File: config.mk
export PLATFORM = sky130hd
export DESIGN_NAME = life_support_scheduler
export DESIGN_NICKNAME = d
export VERILOG_FILES = /design/src/rtl/life_support_scheduler.sv
export SDC_FILE = /design/constraint.sdc
export NUM_CORES = 1
export LEC_CHECK = 0
export ABC_AREA = 1
export CAP_MARGIN = 20
export CORE_UTILIZATION = 51
export CTS_CLUSTER_SIZE = 25
export DETAILED_ROUTE_END_ITERATION = 8
export PLACE_DENSITY = 0.82
export REMOVE_ABC_BUFFERS = 1
export SETUP_SLACK_MARGIN = 0.05
export SKIP_LAST_GASP = 1
export SYNTH_ARGS = -nofsm -noshare
export SYNTH_HDL_FRONTEND = slang
export SYNTH_SLANG_ARGS = --single-unit
File: constraint.sdc
create_clock -name clk -period 7.43 [get_ports clk]
set_input_delay 1.486 -clock clk [delete_from_list [all_inputs] [get_ports clk]]
set_output_delay 1.486 -clock clk [all_outputs]
set_load 0.02 [all_outputs]
File: src/rtl/life_support_scheduler.sv
// life_support_scheduler: mode FSM plus round-robin power-bus arbiter
// driving mode, grant, chrg and o2sup for the life-support datapath.
module life_support_scheduler #(
   parameter int n         = 32,
   parameter int LOW_PWR   = 10,
   parameter int FULL_PWR  = 1000,
   parameter int SLOT      = 8,
   parameter int CLEAR_CYC = 16
) (
   input  logic         clk,
   input  logic         rst,
   input  logic         enable,
   input  logic         atk,
   input  logic         cmd_def,
   input  logic         cmd_sth,
   input  logic         fatal,
   input  logic [n-1:0] power,
   input  logic [2:0]   req,
   output logic [2:0]   grant,
   output logic [3:0]   mode,
   output logic         chrg,
   output logic         o2sup
);

   localparam int SW = $clog2(SLOT + 1);
   localparam int CW = $clog2(CLEAR_CYC + 1);
   localparam logic [n-1:0]  LOW_V  = n'(LOW_PWR);
   localparam logic [n-1:0]  FULL_V = n'(FULL_PWR);
   localparam logic [SW-1:0] SLOT_V = SW'(SLOT);
   localparam logic [CW-1:0] CLR_V  = CW'(CLEAR_CYC);

   typedef enum logic [2:0] {
      IDLE,
      NORMAL,
      DEFENCE,
      STEALTH,
      EMERGENCY
   } state_t;

   state_t        state;
   state_t        state_n;
   logic [CW-1:0] clr;
   logic [CW-1:0] clr_n;
   logic [SW-1:0] slot;
   logic [SW-1:0] slot_n;
   logic [1:0]    ptr;
   logic [1:0]    ptr_n;
   logic [2:0]    grant_n;
   logic [3:0]    mode_n;
   logic          chrg_n;
   logic          o2sup_n;
   logic          pwr_ok;
   logic          hot;
   logic [2:0]    mreq;
   logic [2:0]    cand;
   logic          held;
   logic          hold_ok;
   logic          expiring;
   logic          found;
   logic          take;
   logic [1:0]    pick;
   logic [1:0]    sel;
   int            idx;

   assign pwr_ok = (power >= LOW_V);
   assign hot    = atk | cmd_def;

   always_comb begin
      state_n = state;
      clr_n   = clr;
      if (!enable) begin
         state_n = IDLE;
         clr_n   = '0;
      end else begin
         unique case (state)
            IDLE: state_n = NORMAL;
            NORMAL: begin
               if (fatal) begin
                  state_n = EMERGENCY;
                  clr_n   = '0;
               end else if (hot && pwr_ok) begin
                  state_n = DEFENCE;
               end else if (cmd_sth && pwr_ok) begin
                  state_n = STEALTH;
               end
            end
            DEFENCE: begin
               if (fatal) begin
                  state_n = EMERGENCY;
                  clr_n   = '0;
               end else if (!(hot && pwr_ok)) begin
                  state_n = NORMAL;
               end
            end
            STEALTH: begin
               if (fatal) begin
                  state_n = EMERGENCY;
                  clr_n   = '0;
               end else if (atk && pwr_ok) begin
                  state_n = DEFENCE;
               end else if (!cmd_sth || !pwr_ok) begin
                  state_n = NORMAL;
               end
            end
            EMERGENCY: begin
               if (fatal) begin
                  clr_n = '0;
               end else begin
                  if (clr < CLR_V) clr_n = clr + 1'b1;
                  if (clr_n == CLR_V) state_n = NORMAL;
               end
            end
            default: state_n = IDLE;
         endcase
      end
   end

   // Arbitration is judged against the mode being entered, so a newly
   // masked requester loses its grant on the same edge as the mode change.
   always_comb begin
      mreq = req;
      if (state_n == STEALTH) mreq[1] = 1'b0;
      held     = |(mreq & grant);
      hold_ok  = held && (slot < SLOT_V);
      expiring = held && !(slot < SLOT_V);
      cand     = mreq;
      if (expiring && ((mreq & ~grant) != 3'b000)) cand = mreq & ~grant;

      pick  = 2'd0;
      found = 1'b0;
      idx   = 0;
      if (state_n == EMERGENCY) begin
         found = |cand;
         pick  = cand[2] ? 2'd2 : (cand[0] ? 2'd0 : 2'd1);
      end else begin
         for (int k = 0; k < 3; k++) begin
            idx = (int'(ptr) + k) % 3;
            if (!found && cand[idx]) begin
               found = 1'b1;
               pick  = 2'(idx);
            end
         end
      end

      take    = 1'b0;
      sel     = pick;
      grant_n = '0;
      slot_n  = '0;
      ptr_n   = ptr;
      if (state_n != IDLE) begin
         if (state_n == DEFENCE && req[0] && !grant[0]) begin
            take = 1'b1;
            sel  = 2'd0;
         end else if (state_n == EMERGENCY && req[2] && !grant[2]) begin
            take = 1'b1;
            sel  = 2'd2;
         end else if (hold_ok) begin
            grant_n = grant;
            slot_n  = slot + 1'b1;
         end else if (found) begin
            take = 1'b1;
         end
      end
      if (take) begin
         grant_n = 3'b001 << sel;
         slot_n  = SW'(1);
         ptr_n   = (sel == 2'd2) ? 2'd0 : sel + 2'd1;
      end
   end

   always_comb begin
      unique case (state_n)
         IDLE:      mode_n = 4'b0000;
         NORMAL:    mode_n = 4'b0001;
         EMERGENCY: mode_n = 4'b0010;
         DEFENCE:   mode_n = 4'b0100;
         STEALTH:   mode_n = 4'b1000;
         default:   mode_n = 4'b0000;
      endcase
      chrg_n  = (state_n == EMERGENCY) ||
                (grant_n == 3'b000 && power < FULL_V && state_n != IDLE);
      o2sup_n = (state_n == EMERGENCY) || grant_n[2];
   end

   always_ff @(posedge clk or posedge rst) begin
      if (rst) begin
         state <= IDLE;
         clr   <= '0;
         slot  <= '0;
         ptr   <= 2'd0;
         grant <= 3'b000;
         mode  <= 4'b0000;
         chrg  <= 1'b0;
         o2sup <= 1'b0;
      end else begin
         state <= state_n;
         clr   <= clr_n;
         slot  <= slot_n;
         ptr   <= ptr_n;
         grant <= grant_n;
         mode  <= mode_n;
         chrg  <= chrg_n;
         o2sup <= o2sup_n;
      end
   end

endmodule

==> out/results.ini, run 1 <==
[status]
status=complete, no violations

[finish]
final_area_um2=2270
n_antenna_cell=0
multi_input_area_um2=982
fin_nets=339
drive_above_1_share=0.127
area_growth_pct=33.7
ff_latch_area_um2=576
fill_cells=284

[logic_synthesis]
synth_area_um2=1700
synth_compound_area_frac=0.103
yosysTopAreaCell=dfrtp_1
ys_ff_latch=23
ys_seq_area_frac=0.338
synthMuxAreaShare=0
synth-simple-area-share=0.440
yosys_warnings=0
avgSynthCellArea_um2=7.11
synthTopCellsByArea=dfrtp_1, nand2_1, nor2_1
syn_inst=239
synth.distinct_cells=31
synth_top_family_by_area=simple AND/OR/NAND/NOR gates
synthXorXnorAreaFrac=0.00515
synth_fa_ha_area_frac=0.0294
yosys.area.top_type_share=0.338

[sta]
slew_headroom=0.437
finalMaxSlewViolations=0
finalCritPeriodShare=0.536
hold_violations=0
fmax_ghz=0.251
setup_violations=0
fin_hold_ws_ns=0.504
finalCriticalPeriod_ns=3.98
skew_ns=0.0105
tns_ns=0
rsz0062_at_grt=false
worstMarginPinSlew_ns=0.843

[clocking]
cts_sinks=23
cts_tree=done
cts_setup_buffers=0
ctsHoldBuffers=0
cts_resized=0
path_clk_slew_ns=0.13
htree_levels=1
worstSkewPairLatency_ns=0.32
clockBufferDepth=2
cts_inserted_buffers=3
cts_root_buf=clkbuf_4

[floorplanning]
die_h_um=59.7
rows=20
core_region_area_um2=3100
initial_core_util=0.548
die_w_um=59.7
top_level_ports=51
fp.dieArea_um2=3570

[power_and_ir_drop]
p_per_area_nw_per_um2=226
p_leak_nw=1.08
pwr-share-clk=0.114
p_int_mw=0.282
switching_share=0.451
comb_power_share=0.562
seqPwrFrac=0.324
peakVddDrop_mv=0.170
switchingPower_mw=0.231

[detailed_routing]
drtIter0Drc=97
routed-via-count=1677
wl_per_cell_um=10.8
ant_nets=0
drt_pass1_iterations=4
drc=0
vias_per_cell=4.99
drt-total-wl_um=3620

[critical_path]
path_max_fanout=5
cp.arrival_ns=4.19
critical_path_class=in -> reg
startpoint_type=input port
required_ns=7.63
end_kind=register

[grt]
antenna_found_initial=0
grt.total_usage=0.219
grt_pass1_wl_um=5980
gr-total-overflow=0
grt_max_degree=24
grt_pass1_vias=1461

[placed_design]
place_area_um2=2250
port_buffers=49
hpwlAfterDp_um=3070
gp_congestion=0.802

[flow_run]
drv_cap=0

[min_path]
min_path_type=reg -> reg

routing by layer:
metal	global-route usage	vias up	part of all wire
li1	-	877	-
met1	0.283	734	0.46
met3	0.0281	7	0.051
met4	0.0498	0	0.010
met5	0	-	0
met2	0.386	59	0.48
per-stage QoR:
| step | util | power (mW) | std cells | setup WS (ns) |
|---|---|---|---|---|
| 6_report | 0.733 | 0.513 | 336 | 3.45 |
| 4_1_cts | 0.733 | 0.515 | 336 | 3.44 |
| 2_1_floorplan | - | 0.371 | 239 | 3.95 |
| 5_1_grt | 0.733 | 0.555 | 336 | 3.19 |
| 3_3_place_gp | 0.724 | 0.452 | 332 | 3.16 |
| 3_5_place_dp | 0.724 | 0.456 | 332 | 3.11 |
Yosys cell counts:
library cell and number:
nand2_4 1, inv_2 5, nor3_2 1, nand4_1 2, o211ai_4 1, o2111ai_1 2
nand2_1 61, nand3_1 22, inv_1 33, or2_1 1, nor2_2 1, dfrtp_1 23
a31oi_1 1, o41ai_1 1, o21ai_0 7, o21ai_1 1, o21ai_2 1, a21o_1 1
nand2_2 11, nor2_4 4, nand3_4 3, a21oi_4 1, ha_1 4, nor2_8 1
nor3_1 3, a21oi_1 2, a21boi_0 1, nor2_1 35, nand3_2 3, o22ai_1 5
xnor2_1 1
kinds of logic (layout without fill, tap and decap cells):
group,after synthesis,after routing
AO/OA/AOI/OAI,24,24
flip-flops,23,23
adder cells (fa/ha/maj),4,4
XOR/XNOR,1,1
buffers and inverters,38,91
AND/OR/NAND/NOR,149,149
state kept, by name (all words and copies together) (netlist names):
name / cells
o2sup: 1
slot: 4
clr: 5
mode: 4
grant: 3
ptr: 2
state: 3
chrg: 1
final timing paths:
path                                    start            endpoint  slack [ns]  cells after the start
max reg2reg                clr[0]$_DFFE_PP0P_      chrg$_DFF_PP0_        4.45                     25
max in group asynchronous                 rst  grant[1]$_DFF_PP0_        5.28                      2
min in group asynchronous                 rst  clr[4]$_DFFE_PP0P_        1.62                      2
min                         slot[0]$_DFF_PP0_   slot[0]$_DFF_PP0_        0.50                      1
max                                    enable      chrg$_DFF_PP0_        3.45                     22
min reg2reg                 slot[0]$_DFF_PP0_   slot[0]$_DFF_PP0_        0.50                      1
final cells by class:
class                      count  area share
sequential                    23       0.253
inverter                      38      0.0627
clock buffer                   3     0.00991
timing repair buffer          49       0.216
tap                           44      0.0242
clock inverter                 1     0.00220
multi-input combinational    178       0.432
placed cells by master (no fill, tap or decap), drive strengths merged, types with 3 or more instances in the layout:
| cell type | netlist | final |
|---|---|---|
| nor3 | 4 | 4 |
| nand3 | 28 | 28 |
| ha | 4 | 4 |
| clkbuf | 0 | 3 |
| nand2 | 73 | 73 |
| o21ai | 9 | 9 |
| a21oi | 3 | 3 |
| nor2 | 41 | 41 |
| dfrtp | 23 | 23 |
| o22ai | 5 | 5 |
| clkdlybuf4s50 | 0 | 49 |
| inv | 38 | 38 |
worst max-delay path, stage by stage:
cell and delay, ns:
clkdlybuf4s50_1 0.60, inv_1 0.11, nor2_4 0.21, o211ai_4 0.14, nor2_8 0.13, nand3_4 0.12
nand3_4 0.12, nand2_4 0.07, nand3_4 0.08, nand2_2 0.08, nand2_1 0.09, nand3_1 0.10
nand2_2 0.13, nor2_4 0.06, nand2_1 0.08, nand2_2 0.07, a21oi_4 0.15, nand3_1 0.12
nand2_2 0.10, nor2_2 0.04, nand2_1 0.04, nand2_1 0.05
power by group through the flow:
stage               clock [mW]  sequential (mW)  combinational (mW)
global route            0.0639            0.169               0.322
floorplan                    0            0.178               0.192
finish                  0.0583            0.166               0.289
detailed placement           0            0.169               0.287
global placement             0            0.168               0.283
CTS                     0.0598            0.167               0.288
Note: power is estimated with default switching activity, not from simulation.
==> run 2, diff against run 1 <==
CORE_UTILIZATION = 43   (was 51)
PLACE_DENSITY = 0.73   (was 0.82)
clock period = 3.55 ns   (was 7.43 ns; I/O delays follow)
==> out/results.ini, run 2 (synthesis results as in run 1) <==
[status]
status=complete, no violations

[finish]
largest_reg_flops=5
final_area_um2=2310
fill_cells=347
layout_common_cells=nand2_1, clkdlybuf4s50_1, nor2_1
largestRegisters=clr x5, mode x4, slot x4
top_register=clr
n_antenna_cell=0
area_growth_pct=35.9
fin_nets=340
drive_above_1_share=0.137
layout_commonest_cell=nand2_1

[grt]
antenna_found_initial=0
grt_pass1_wl_um=6210
grt.total_usage=0.188
grt_pass1_vias=1501
gr-total-overflow=0
grt_max_degree=24

[floorplanning]
die_w_um=64.9
core_region_area_um2=3720
rows=22
top_level_ports=51
die_h_um=64.9
fp.dieArea_um2=4210
initial_core_util=0.458

[clocking]
cts_root_buf=clkbuf_8
cts_sinks=23
path_clk_slew_ns=0.08
htree_levels=1
cts_tree=done
clockBufferDepth=2
cts_inserted_buffers=3
worstSkewPairLatency_ns=0.26

[critical_path]
required_ns=3.69
crit_buf_inv=1
path_max_fanout=4
cp.arrival_ns=3.34
slowest_delay_ns=0.39
cp_common_cell=nand2_1
crit_family=simple AND/OR/NAND/NOR gates
cp_slowest_cell=clkdlybuf4s50_1
end_kind=register
startpoint_type=input port
critical_path_class=in -> reg

[power_and_ir_drop]
p_leak_nw=1.09
peakVddDrop_mv=0.405
p_per_area_nw_per_um2=483

[sta]
hold_violations=0
slew_headroom=0.441
tns_ns=0
finalMaxSlewViolations=0
finalCriticalPeriod_ns=3.19
finalCritPeriodShare=0.900
worstMarginPinSlew_ns=0.838
skew_ns=0.00842
rsz0062_at_grt=false
setup_slack_ns=0.356
setup_violations=0
fmax_ghz=0.313

[detailed_routing]
ant_nets=0
vias_per_cell=4.75
drtIter0Drc=82
drt_pass1_iterations=4
drc=0
routed-via-count=1619
drt-total-wl_um=3590
wl_per_cell_um=10.5

[placed_design]
port_buffers=49
place_ws_ns=0.0888
place_area_um2=2260
gp_congestion=0.808
hpwlAfterDp_um=3070

[min_path]
min_path_type=reg -> reg

[flow_run]
drv_cap=0

## run 2: cell types whose count changed in the layout (fill, tap and decap cells not counted)
| cell | change |
|---|---|
| clkbuf_4 | -3 |
| clkbuf_8 | +3 |
| a21oi_1 | -1 |
| a21oi_2 | +1 |
| buf_4 | +1 |
| nor2_1 | -1 |
| nor2_2 | +1 |
## run 2: routing by layer
layer | track usage | wire length [µm]
met1 | 0.235 | 1650
met2 | 0.335 | 1770
met3 | 0.0317 | 150
met4 | 0.0389 | 25
met5 | 0 | 0
## run 2: area by class of cell
cell class              instances  area [µm²]  area share
multi-input cells             178         988       0.428
flip-flops and latches         23         576       0.249
repair buffers                 50         498       0.215
inverters                      38         143      0.0617
well taps                      48        60.1      0.0260
clock buffers                   3        41.3      0.0179
clock inverters                 1        5.00     0.00217
## run 2: worst paths after layout
path                               startpoint                  to  slack (ns)  depth (start not counted)
max in group asynchronous                 rst  grant[1]$_DFF_PP0_        2.11                          2
max                                 power[13]      chrg$_DFF_PP0_        0.36                         25
min reg2reg                 slot[0]$_DFF_PP0_   slot[0]$_DFF_PP0_        0.51                          1
min                         slot[0]$_DFF_PP0_   slot[0]$_DFF_PP0_        0.51                          1
max reg2reg                clr[0]$_DFFE_PP0P_      chrg$_DFF_PP0_        0.60                         25
min in group asynchronous                 rst  clr[3]$_DFFE_PP0P_        0.91                          2
## run 2: stage by stage
step           hold slack [ns]  cells   util  total power, mW
3_3_place_gp             0.486    337  0.608            0.948
5_1_grt                  0.528    341  0.622             1.21
4_1_cts                  0.510    341  0.620             1.12
2_1_floorplan            0.460    239      -            0.776
6_report                 0.513    341  0.622             1.12
3_5_place_dp             0.495    337  0.608            0.954
## run 2: power by group
| group | internal, mW | leakage [nW] | switching (mW) |
|---|---|---|---|
| Combinational | 0.243 | 0.760 | 0.366 |
| Clock | 0.0783 | 0.0255 | 0.0811 |
| Sequential | 0.308 | 0.309 | 0.0392 |
| Total | 0.630 | 1.09 | 0.486 |
## run 2: timing repair
item,in CTS,in global routing
hold buffers,0,0
endpoints found under the setup margin,0,1
resized for setup,0,2
setup buffers,0,0
